## src/rtl/mcu_cmd_pkg.sv

```systemverilog
// mcu_cmd_pkg
// Shared encodings for the MCU configuration-mode command path: command
// types, error codes, decoder FSM states and the default head-byte
// constants, so the decoder and the transceiver controller agree on values.
package mcu_cmd_pkg;

  typedef enum logic [2:0] {
    CMD_CFG_SAVE = 3'd0,
    CMD_CFG_TEMP = 3'd1,
    CMD_RET_CFG  = 3'd2,
    CMD_RET_VER  = 3'd3,
    CMD_RESET    = 3'd4
  } cmd_type_e;

  typedef enum logic [1:0] {
    ERR_UNKNOWN  = 2'd0,
    ERR_MISMATCH = 2'd1,
    ERR_TIMEOUT  = 2'd2,
    ERR_OVERRUN  = 2'd3
  } err_code_e;

  typedef enum logic [1:0] {
    ST_IDLE   = 2'd0,
    ST_PARAM  = 2'd1,
    ST_REPEAT = 2'd2,
    ST_HOLD   = 2'd3
  } state_e;

  localparam logic [7:0] HEAD_CFG_SAVE = 8'hC0;
  localparam logic [7:0] HEAD_CFG_TEMP = 8'hC2;
  localparam logic [7:0] HEAD_RET_CFG  = 8'hC1;
  localparam logic [7:0] HEAD_RET_VER  = 8'hC3;
  localparam logic [7:0] HEAD_RESET    = 8'hC4;

  // Number of identical bytes that make up a C1/C3/C4 request.
  localparam int REPEAT_COUNT = 3;

endpackage

```

## src/rtl/byte_gap_timer.sv

```systemverilog
// byte_gap_timer
// Counts idle clocks between bytes of a frame. The count clears whenever
// clr is high; otherwise it advances on each en cycle. expire is a
// combinational one-cycle strobe raised on the LIMIT-th consecutive counted
// cycle, after which the count restarts from zero.
// Ports:
//   clk, rst  - clock, synchronous active-high reset
//   clr       - clear the count (byte accepted / not inside a frame)
//   en        - count this cycle
//   expire    - LIMIT idle cycles have elapsed
// WIDTH must satisfy 2**WIDTH > LIMIT.
module byte_gap_timer #(
  parameter int LIMIT = 50000,
  parameter int WIDTH = 20
) (
  input  logic clk,
  input  logic rst,
  input  logic clr,
  input  logic en,
  output logic expire
);

  logic [WIDTH-1:0] cnt_q, cnt_d;

  always_comb begin
    // NOTE: every signal assigned here gets a default first, otherwise a
    // path that skips the assignment infers a latch.
    cnt_d  = cnt_q;
    expire = 1'b0;
    if (clr) begin
      cnt_d = '0;
    end else if (en) begin
      if (cnt_q == WIDTH'(LIMIT - 1)) begin
        expire = 1'b1;
        cnt_d  = '0;
      end else begin
        cnt_d = cnt_q + WIDTH'(1);
      end
    end
  end

  always_ff @(posedge clk) begin
    // NOTE: state updates use <= so every flop samples pre-edge values;
    // = here would create order-dependent simulation races.
    if (rst) cnt_q <= '0;
    else     cnt_q <= cnt_d;
  end

endmodule

```

## src/rtl/mcu_cmd_decoder.sv

```systemverilog
// mcu_cmd_decoder
// Parses configuration-mode UART bytes into command frames:
//   C0/C2 + CONFIG_PARAM_BYTES parameter bytes -> CFG_SAVE / CFG_TEMP
//   C1/C3/C4 repeated three times              -> RET_CFG / RET_VER / RESET
// One decoded command is offered at a time on cmd_valid/cmd_ready.
// All outputs are registered: cmd_valid and err_valid rise on the cycle
// after the byte strobe (or timeout expiry) that caused them.
// Ports:
//   internal_clk, rst   - clock, synchronous active-high reset
//   cmd_enable          - configuration mode; bytes ignored when low
//   rx_flag, rx_data    - received byte strobe and data
//   cmd_valid/cmd_ready - command handshake
//   cmd_type            - cmd_type_e encoding
//   cfg_params          - parameter bytes, first received in the MSBs
//   busy                - frame in progress or command pending
//   err_valid, err_code - one-cycle error strobe, err_code_e encoding
//   err_count           - saturating error count (only with CMD_ERR_COUNT_EN)
// Optional feature macro: CMD_ERR_COUNT_EN.
module mcu_cmd_decoder
  import mcu_cmd_pkg::*;
#(
  parameter int                    DATA_WIDTH         = 8,
  parameter logic [DATA_WIDTH-1:0] HEAD_DETECT_1      = DATA_WIDTH'(HEAD_CFG_SAVE),
  parameter logic [DATA_WIDTH-1:0] HEAD_DETECT_2      = DATA_WIDTH'(HEAD_CFG_TEMP),
  parameter logic [DATA_WIDTH-1:0] RET_CONFIG_DETECT  = DATA_WIDTH'(HEAD_RET_CFG),
  parameter logic [DATA_WIDTH-1:0] RET_VERSION_DETECT = DATA_WIDTH'(HEAD_RET_VER),
  parameter logic [DATA_WIDTH-1:0] RESET_DETECT       = DATA_WIDTH'(HEAD_RESET),
  parameter int                    CONFIG_PARAM_BYTES = 5,
  parameter int                    INTER_BYTE_TIMEOUT = 50000,
  parameter int                    TIMEOUT_WIDTH      = 20
) (
  input  logic                                   internal_clk,
  input  logic                                   rst,
  input  logic                                   cmd_enable,
  input  logic                                   rx_flag,
  input  logic [DATA_WIDTH-1:0]                  rx_data,
  output logic                                   cmd_valid,
  input  logic                                   cmd_ready,
  output logic [2:0]                             cmd_type,
  output logic [CONFIG_PARAM_BYTES*DATA_WIDTH-1:0] cfg_params,
  output logic                                   busy,
  output logic                                   err_valid,
  output logic [1:0]                             err_code
`ifdef CMD_ERR_COUNT_EN
  ,
  output logic [7:0]                             err_count
`endif
);

  localparam int CFG_W  = CONFIG_PARAM_BYTES * DATA_WIDTH;
  localparam int BCNT_W = (CONFIG_PARAM_BYTES > 1) ? $clog2(CONFIG_PARAM_BYTES) : 1;
  localparam logic [BCNT_W-1:0] LAST_IDX = BCNT_W'(CONFIG_PARAM_BYTES - 1);
  localparam logic [1:0]        LAST_REP = 2'(REPEAT_COUNT - 1);

  state_e                state_q,      state_d;
  logic [DATA_WIDTH-1:0] head_q,       head_d;
  logic [BCNT_W-1:0]     byte_cnt_q,   byte_cnt_d;
  logic [1:0]            rep_cnt_q,    rep_cnt_d;
  cmd_type_e             cmd_type_q,   cmd_type_d;
  logic [CFG_W-1:0]      cfg_params_q, cfg_params_d;
  logic                  cmd_valid_q,  cmd_valid_d;
  logic                  err_valid_q,  err_valid_d;
  err_code_e             err_code_q,   err_code_d;

  logic byte_in;
  logic in_frame;
  logic gap_clr, gap_expire;
  logic ev_unknown, ev_mismatch, ev_timeout, ev_overrun;

  assign byte_in  = rx_flag & cmd_enable;
  assign in_frame = (state_q == ST_PARAM) || (state_q == ST_REPEAT);
  // A byte arriving on the expiry cycle clears the timer, so it wins.
  assign gap_clr  = ~in_frame | ~cmd_enable | rx_flag;

  byte_gap_timer #(
    .LIMIT (INTER_BYTE_TIMEOUT),
    .WIDTH (TIMEOUT_WIDTH)
  ) u_gap_timer (
    .clk    (internal_clk),
    .rst    (rst),
    .clr    (gap_clr),
    .en     (in_frame),
    .expire (gap_expire)
  );

  always_comb begin
    state_d      = state_q;
    head_d       = head_q;
    byte_cnt_d   = byte_cnt_q;
    rep_cnt_d    = rep_cnt_q;
    cmd_type_d   = cmd_type_q;
    cfg_params_d = cfg_params_q;
    cmd_valid_d  = cmd_valid_q;
    ev_unknown   = 1'b0;
    ev_mismatch  = 1'b0;
    ev_timeout   = 1'b0;
    ev_overrun   = 1'b0;

    unique case (state_q)
      ST_IDLE: begin
        if (byte_in) begin
          if (rx_data == HEAD_DETECT_1 || rx_data == HEAD_DETECT_2) begin
            state_d    = ST_PARAM;
            byte_cnt_d = '0;
            cmd_type_d = (rx_data == HEAD_DETECT_1) ? CMD_CFG_SAVE : CMD_CFG_TEMP;
          end else if (rx_data == RET_CONFIG_DETECT || rx_data == RET_VERSION_DETECT ||
                       rx_data == RESET_DETECT) begin
            state_d    = ST_REPEAT;
            head_d     = rx_data;
            rep_cnt_d  = 2'd1;
            cmd_type_d = (rx_data == RET_CONFIG_DETECT)  ? CMD_RET_CFG :
                         (rx_data == RET_VERSION_DETECT) ? CMD_RET_VER : CMD_RESET;
          end else begin
            ev_unknown = 1'b1;
          end
        end
      end

      ST_PARAM: begin
        if (!cmd_enable) begin
          state_d = ST_IDLE;
        end else if (rx_flag) begin
          cfg_params_d[(CONFIG_PARAM_BYTES - 1 - int'(byte_cnt_q)) * DATA_WIDTH +: DATA_WIDTH]
            = rx_data;
          if (byte_cnt_q == LAST_IDX) begin
            state_d     = ST_HOLD;
            cmd_valid_d = 1'b1;
          end else begin
            byte_cnt_d = byte_cnt_q + BCNT_W'(1);
          end
        end else if (gap_expire) begin
          state_d    = ST_IDLE;
          ev_timeout = 1'b1;
        end
      end

      ST_REPEAT: begin
        if (!cmd_enable) begin
          state_d = ST_IDLE;
        end else if (rx_flag) begin
          // A mismatching byte is consumed by the error; it never starts a frame.
          if (rx_data != head_q) begin
            state_d     = ST_IDLE;
            ev_mismatch = 1'b1;
          end else if (rep_cnt_q == LAST_REP) begin
            state_d     = ST_HOLD;
            cmd_valid_d = 1'b1;
          end else begin
            rep_cnt_d = rep_cnt_q + 2'd1;
          end
        end else if (gap_expire) begin
          state_d    = ST_IDLE;
          ev_timeout = 1'b1;
        end
      end

      ST_HOLD: begin
        // The pending command is untouched; only the strobe reports the drop.
        if (byte_in) ev_overrun = 1'b1;
        if (cmd_valid_q && cmd_ready) begin
          state_d     = ST_IDLE;
          cmd_valid_d = 1'b0;
        end
      end

      default: state_d = ST_IDLE;
    endcase
  end

  // Lowest code wins if events ever coincide.
  always_comb begin
    err_valid_d = ev_unknown | ev_mismatch | ev_timeout | ev_overrun;
    err_code_d  = err_code_q;
    if      (ev_unknown)  err_code_d = ERR_UNKNOWN;
    else if (ev_mismatch) err_code_d = ERR_MISMATCH;
    else if (ev_timeout)  err_code_d = ERR_TIMEOUT;
    else if (ev_overrun)  err_code_d = ERR_OVERRUN;
  end

  always_ff @(posedge internal_clk) begin
    if (rst) begin
      state_q      <= ST_IDLE;
      head_q       <= '0;
      byte_cnt_q   <= '0;
      rep_cnt_q    <= '0;
      cmd_type_q   <= CMD_CFG_SAVE;
      // NOTE: the parameter register is a visible output that must read 0
      // after reset, so unlike a plain data buffer it is reset.
      cfg_params_q <= '0;
      cmd_valid_q  <= 1'b0;
      err_valid_q  <= 1'b0;
      err_code_q   <= ERR_UNKNOWN;
    end else begin
      state_q      <= state_d;
      head_q       <= head_d;
      byte_cnt_q   <= byte_cnt_d;
      rep_cnt_q    <= rep_cnt_d;
      cmd_type_q   <= cmd_type_d;
      cfg_params_q <= cfg_params_d;
      cmd_valid_q  <= cmd_valid_d;
      err_valid_q  <= err_valid_d;
      err_code_q   <= err_code_d;
    end
  end

  assign cmd_valid  = cmd_valid_q;
  assign cmd_type   = cmd_type_q;
  assign cfg_params = cfg_params_q;
  assign busy       = (state_q != ST_IDLE) | cmd_valid_q;
  assign err_valid  = err_valid_q;
  assign err_code   = err_code_q;

`ifdef CMD_ERR_COUNT_EN
  logic [7:0] err_count_q, err_count_d;

  always_comb begin
    err_count_d = err_count_q;
    if (err_valid_d && err_count_q != 8'hFF) err_count_d = err_count_q + 8'd1;
  end

  always_ff @(posedge internal_clk) begin
    if (rst) err_count_q <= '0;
    else     err_count_q <= err_count_d;
  end

  assign err_count = err_count_q;
`endif

  a_single_error_event : assert property (@(posedge internal_clk) disable iff (rst)
    $onehot0({ev_unknown, ev_mismatch, ev_timeout, ev_overrun}));

endmodule

```

## config.mk

```make
export PLATFORM = sky130hd
export DESIGN_NAME = mcu_cmd_decoder
export DESIGN_NICKNAME = d
export VERILOG_FILES = /design/src/rtl/mcu_cmd_pkg.sv /design/src/rtl/byte_gap_timer.sv /design/src/rtl/mcu_cmd_decoder.sv
export SDC_FILE = /design/constraint.sdc
export NUM_CORES = 1
export LEC_CHECK = 0
export ABC_CLOCK_PERIOD_IN_PS = 5500
export BUFFER_PORTS_ARGS = -buffer_cell sky130_fd_sc_hd__buf_2
export CORE_MARGIN = 4
export CORE_UTILIZATION = 45
export CTS_BUF_LIST = sky130_fd_sc_hd__clkbuf_4 sky130_fd_sc_hd__clkbuf_8
export CTS_CLUSTER_DIAMETER = 80
export CTS_CLUSTER_SIZE = 12
export DETAILED_ROUTE_END_ITERATION = 7
export GPL_TIMING_DRIVEN = 0
export HOLD_SLACK_MARGIN = 0.03
export PLACE_DENSITY_LB_ADDON = 0.05
export RECOVER_POWER = 25
export SLEW_MARGIN = 20
export SYNTH_ARGS = -nofsm -noshare
export SYNTH_HDL_FRONTEND = slang
export SYNTH_HIERARCHICAL = 1
export SYNTH_SLANG_ARGS = --single-unit
```

## constraint.sdc

```tcl
create_clock -name internal_clk -period 5.5 [get_ports internal_clk]
set_input_delay 1.1 -clock internal_clk [delete_from_list [all_inputs] [get_ports internal_clk]]
set_output_delay 1.1 -clock internal_clk [all_outputs]
set_load 0.1 [all_outputs]
```

==> run_results.csv <==
group,metric,value,unit
place,post-place-ws,2.71,ns
pwr,clkPwrFrac,37.9,%
route,num_vias,3344,
sta,worst_clock_skew,0.0207,ns
place,dp_hpwl,6770,µm
place,gp_congestion,0.826,
clock_network,root_buffer,"clkbuf_8",
cells_and_area,diodes,0,
cells_and_area,nets,547,
floorplanning,start_util,47.0,%
setup_path,r2r_cells,10,
clock_network,cts.reportedPaths.clkPinSlew,0.10,ns
setup_path,critPathCaptureType,"register",
sta,fin_tns_setup,0,ns
logic_synthesis,synthDistinctLibCells,52,
logic_synthesis,syn-cell-area,3920,µm²
cells_and_area,layout_commonest_cell,"nor2_1",
logic_synthesis,synth_edf_count,0,
logic_synthesis,synth_top_family_by_area,"simple AND/OR/NAND/NOR gates",
route,drtIter0Drc,89,
cells_and_area,drive_gt1_share,14.2,%
sta,slew_violations,0,
clock_network,h-tree-depth,3,
cells_and_area,most-common-layout-cells,"nor2_1 (102), dfxtp_1 (82), buf_2 (40), clkbuf_1 (34), mux2i_1 (29)",
pwr,p_int,0.780,mW
setup_path,worstSetupStartpointType,"primary input",
sta,fin_crit_sh,55.3,%
route,wirelength,9330,µm
clock_network,numCtsBuffers,9,
place,place_area,4350,µm²
sta,hold_violations,0,
logic_synthesis,synth_xor_area_share,5.81,%
cells_and_area,stdcell_area,4490,µm²
route,firstDrtPassIters,4,
logic_synthesis,ys_warn_count,6,
setup_path,reg2reg_slack,2.74,ns
setup_path,critPathLaunch,"rx_flag",
logic_synthesis,syn_nets,476,
pwr,ir_drop,146,µV
logic_synthesis,async_reset_ff_share,0,%
floorplanning,die_w,101,µm
setup_path,critical_path_class,"primary input to register",
global_routing,grt_pass1_vias,3218,
floorplanning,die_area,10300,µm²
global_routing,grtUsageTotal,18.8,%
route,vias_per_cell,5.28,
setup_path,rr_endpoint,"state_q[0]$_SDFFE_PP0P_",
clock_network,clk_latency,0.36,ns
logic_synthesis,syn_inst,452,
floorplanning,num_rows,33,
global_routing,grt_overflow,0,
clock_network,cts_tree,"yes",
setup_path,endpoint,"rep_cnt_q[1]$_SDFFE_PP0P_",
logic_synthesis,synth-seq-cells,82,
sta,fin_ws,2.46,ns
logic_synthesis,ys_seq_area_share,41.9,%
sta,slew_headroom,22.3,%
logic_synthesis,synth_compound_area_share,10.3,%
global_routing,antenna_found_initial,0,
cells_and_area,multi_input_area,2100,µm²
setup_path,rr_startpoint,"state_q[1]$_SDFFE_PP0P_",
pwr,p_comb_share,6.1,%
global_routing,grt_first_pass_wirelength,15600,µm
clock_network,clk_path_buf_depth,2,
sta,fmax,329,MHz
route,post-route-drc-count,0,
setup_path,cp.arrival,3.31,ns
logic_synthesis,synth-simple-area-share,26.7,%
sta,finalSetupViolations,0,
sta,fin_crit,3.04,ns
global_routing,grt_max_degree,16,
pwr,power_switching,0.282,mW
cells_and_area,fill_cells,821,
logic_synthesis,ys.flop_type,"dfxtp_1",
logic_synthesis,synth.avg_cell_area,8.68,µm²
sta,worstMarginPinSlew,1.17,ns
setup_path,crit_fanout,10,
clock_network,cts_hold_buf,0,
logic_synthesis,synth_fa_ha_area_share,3.51,%
pwr,swShare,26.5,%
place,port_buffers,60,
floorplanning,boundaryPins,61,
run_status,status,"finished clean",
cells_and_area,area_growth,14.5,%
pwr,p_leak,1.74,nW
sta,hold_slack,0.490,ns
clock_network,postCtsSetupBuffers,0,
pwr,total_power,1.06,mW
clock_network,clock_sinks,82,
clock_network,cts-resized-gates,0,
pwr,sequentialPowerShare,56.1,%
hold_path,min-delay-path-class,"register to register",
setup_path,worst_ep_required_time,5.76,ns
sta,rsz0062_at_grt,"no",
route,final_antenna_net_count,0,
floorplanning,core,8340,µm²
job,maxCapViolations,0,
route,detail_route.wl_per_cell,14.7,µm
logic_synthesis,synthMuxAreaShare,7.40,%
floorplanning,die_h,101,µm
pwr,p_per_area,236,nW/µm²
cells_and_area,seq_area,1640,µm²
[synth_stat cells, types with 11 or more instances]
cell | instances | area (µm²)
inv_1 | 11 | 41.3
o21ai_0 | 12 | 60.1
mux2i_1 | 29 | 290
xor2_1 | 16 | 140
nand4_1 | 11 | 68.8
nor2_1 | 101 | 379
nand3_1 | 11 | 55.1
a21oi_1 | 27 | 135
nand2_1 | 23 | 86.3
ha_1 | 11 | 138
dfxtp_1 | 82 | 1640
nor3_1 | 11 | 55.1
[flip-flops by register name, summed over array words and instances (netlist names)]
register,flops
byte_cnt_q,3
cfg_params,40
cmd_type,3
cmd_valid,1
err_code,2
err_valid,1
head_q,8
rep_cnt_q,2
state_q,2
u_gap_timer/cnt_q,20
[power groups by stage]
stage	Clock, mW	Sequential [mW]	Combinational [mW]
floorplan	0	0.616	0.0373
finish	0.402	0.595	0.0643
detailed placement	0	0.609	0.0655
CTS	0.415	0.595	0.0657
global placement	0	0.609	0.0653
global route	0.440	0.596	0.0697
[kinds of logic (layout without fill, tap and decap cells)]
logic type | Yosys count | in the layout
adder cells (fa/ha/maj) | 11 | 11
AND/OR/NAND/NOR | 209 | 209
multiplexers | 29 | 29
AO/OA/AOI/OAI | 63 | 63
XOR/XNOR | 26 | 26
buffers and inverters | 32 | 108
flip-flops | 82 | 82
[layout make-up]
class / count / share of cell area (%)
Inverter: 11 / 0.919
Clock inverter: 7 / 1.20
Buffer: 21 / 2.79
Tap cell: 105 / 2.92
Clock buffer: 9 / 2.76
Sequential cell: 82 / 36.5
Multi-Input combinational cell: 338 / 46.9
Timing Repair Buffer: 60 / 6.02
[worst min path at each step]
stage	startpoint	to	slack (ns)	cells after the start
after floorplan	head_q[3]$_SDFFE_PP0P_	head_q[3]$_SDFFE_PP0P_	0.45	1
after global placement	cfg_params[31]$_SDFFE_PP0P_	cfg_params[31]$_SDFFE_PP0P_	0.46	2
after detailed placement	head_q[3]$_SDFFE_PP0P_	head_q[3]$_SDFFE_PP0P_	0.47	1
after CTS	head_q[3]$_SDFFE_PP0P_	head_q[3]$_SDFFE_PP0P_	0.49	1
after global routing	u_gap_timer/cnt_q[19]$_SDFFE_PP0P_	u_gap_timer/cnt_q[19]$_SDFFE_PP0P_	0.50	2
final	cfg_params[33]$_SDFFE_PP0P_	cfg_params[33]$_SDFFE_PP0P_	0.49	2
[worst max-delay path, stage by stage]
cell and delay, ns:
clkbuf_1 0.24, and2_0 0.17, clkbuf_1 0.41, nand4b_1 0.31, nor2_1 0.59, o211ai_1 0.23, o32ai_1 0.26
[per-layer routing]
layer	track usage, %	vias up	share of wire, %
met1	26.1	1549	50
met3	3.24	12	5.2
met5	0	-	0
met4	5.83	0	1.3
met2	30.0	75	43
li1	-	1708	-
[per-stage QoR]
| stage | cells | utilization [%] |
|---|---|---|
| global placement | 617 | 52.2 |
| CTS | 633 | 54.3 |
| global route | 633 | 53.9 |
| floorplan | 452 | - |
| detailed placement | 617 | 52.2 |
| finish | 633 | 53.9 |
No activity file was read; power rests on OpenSTA's default activity.
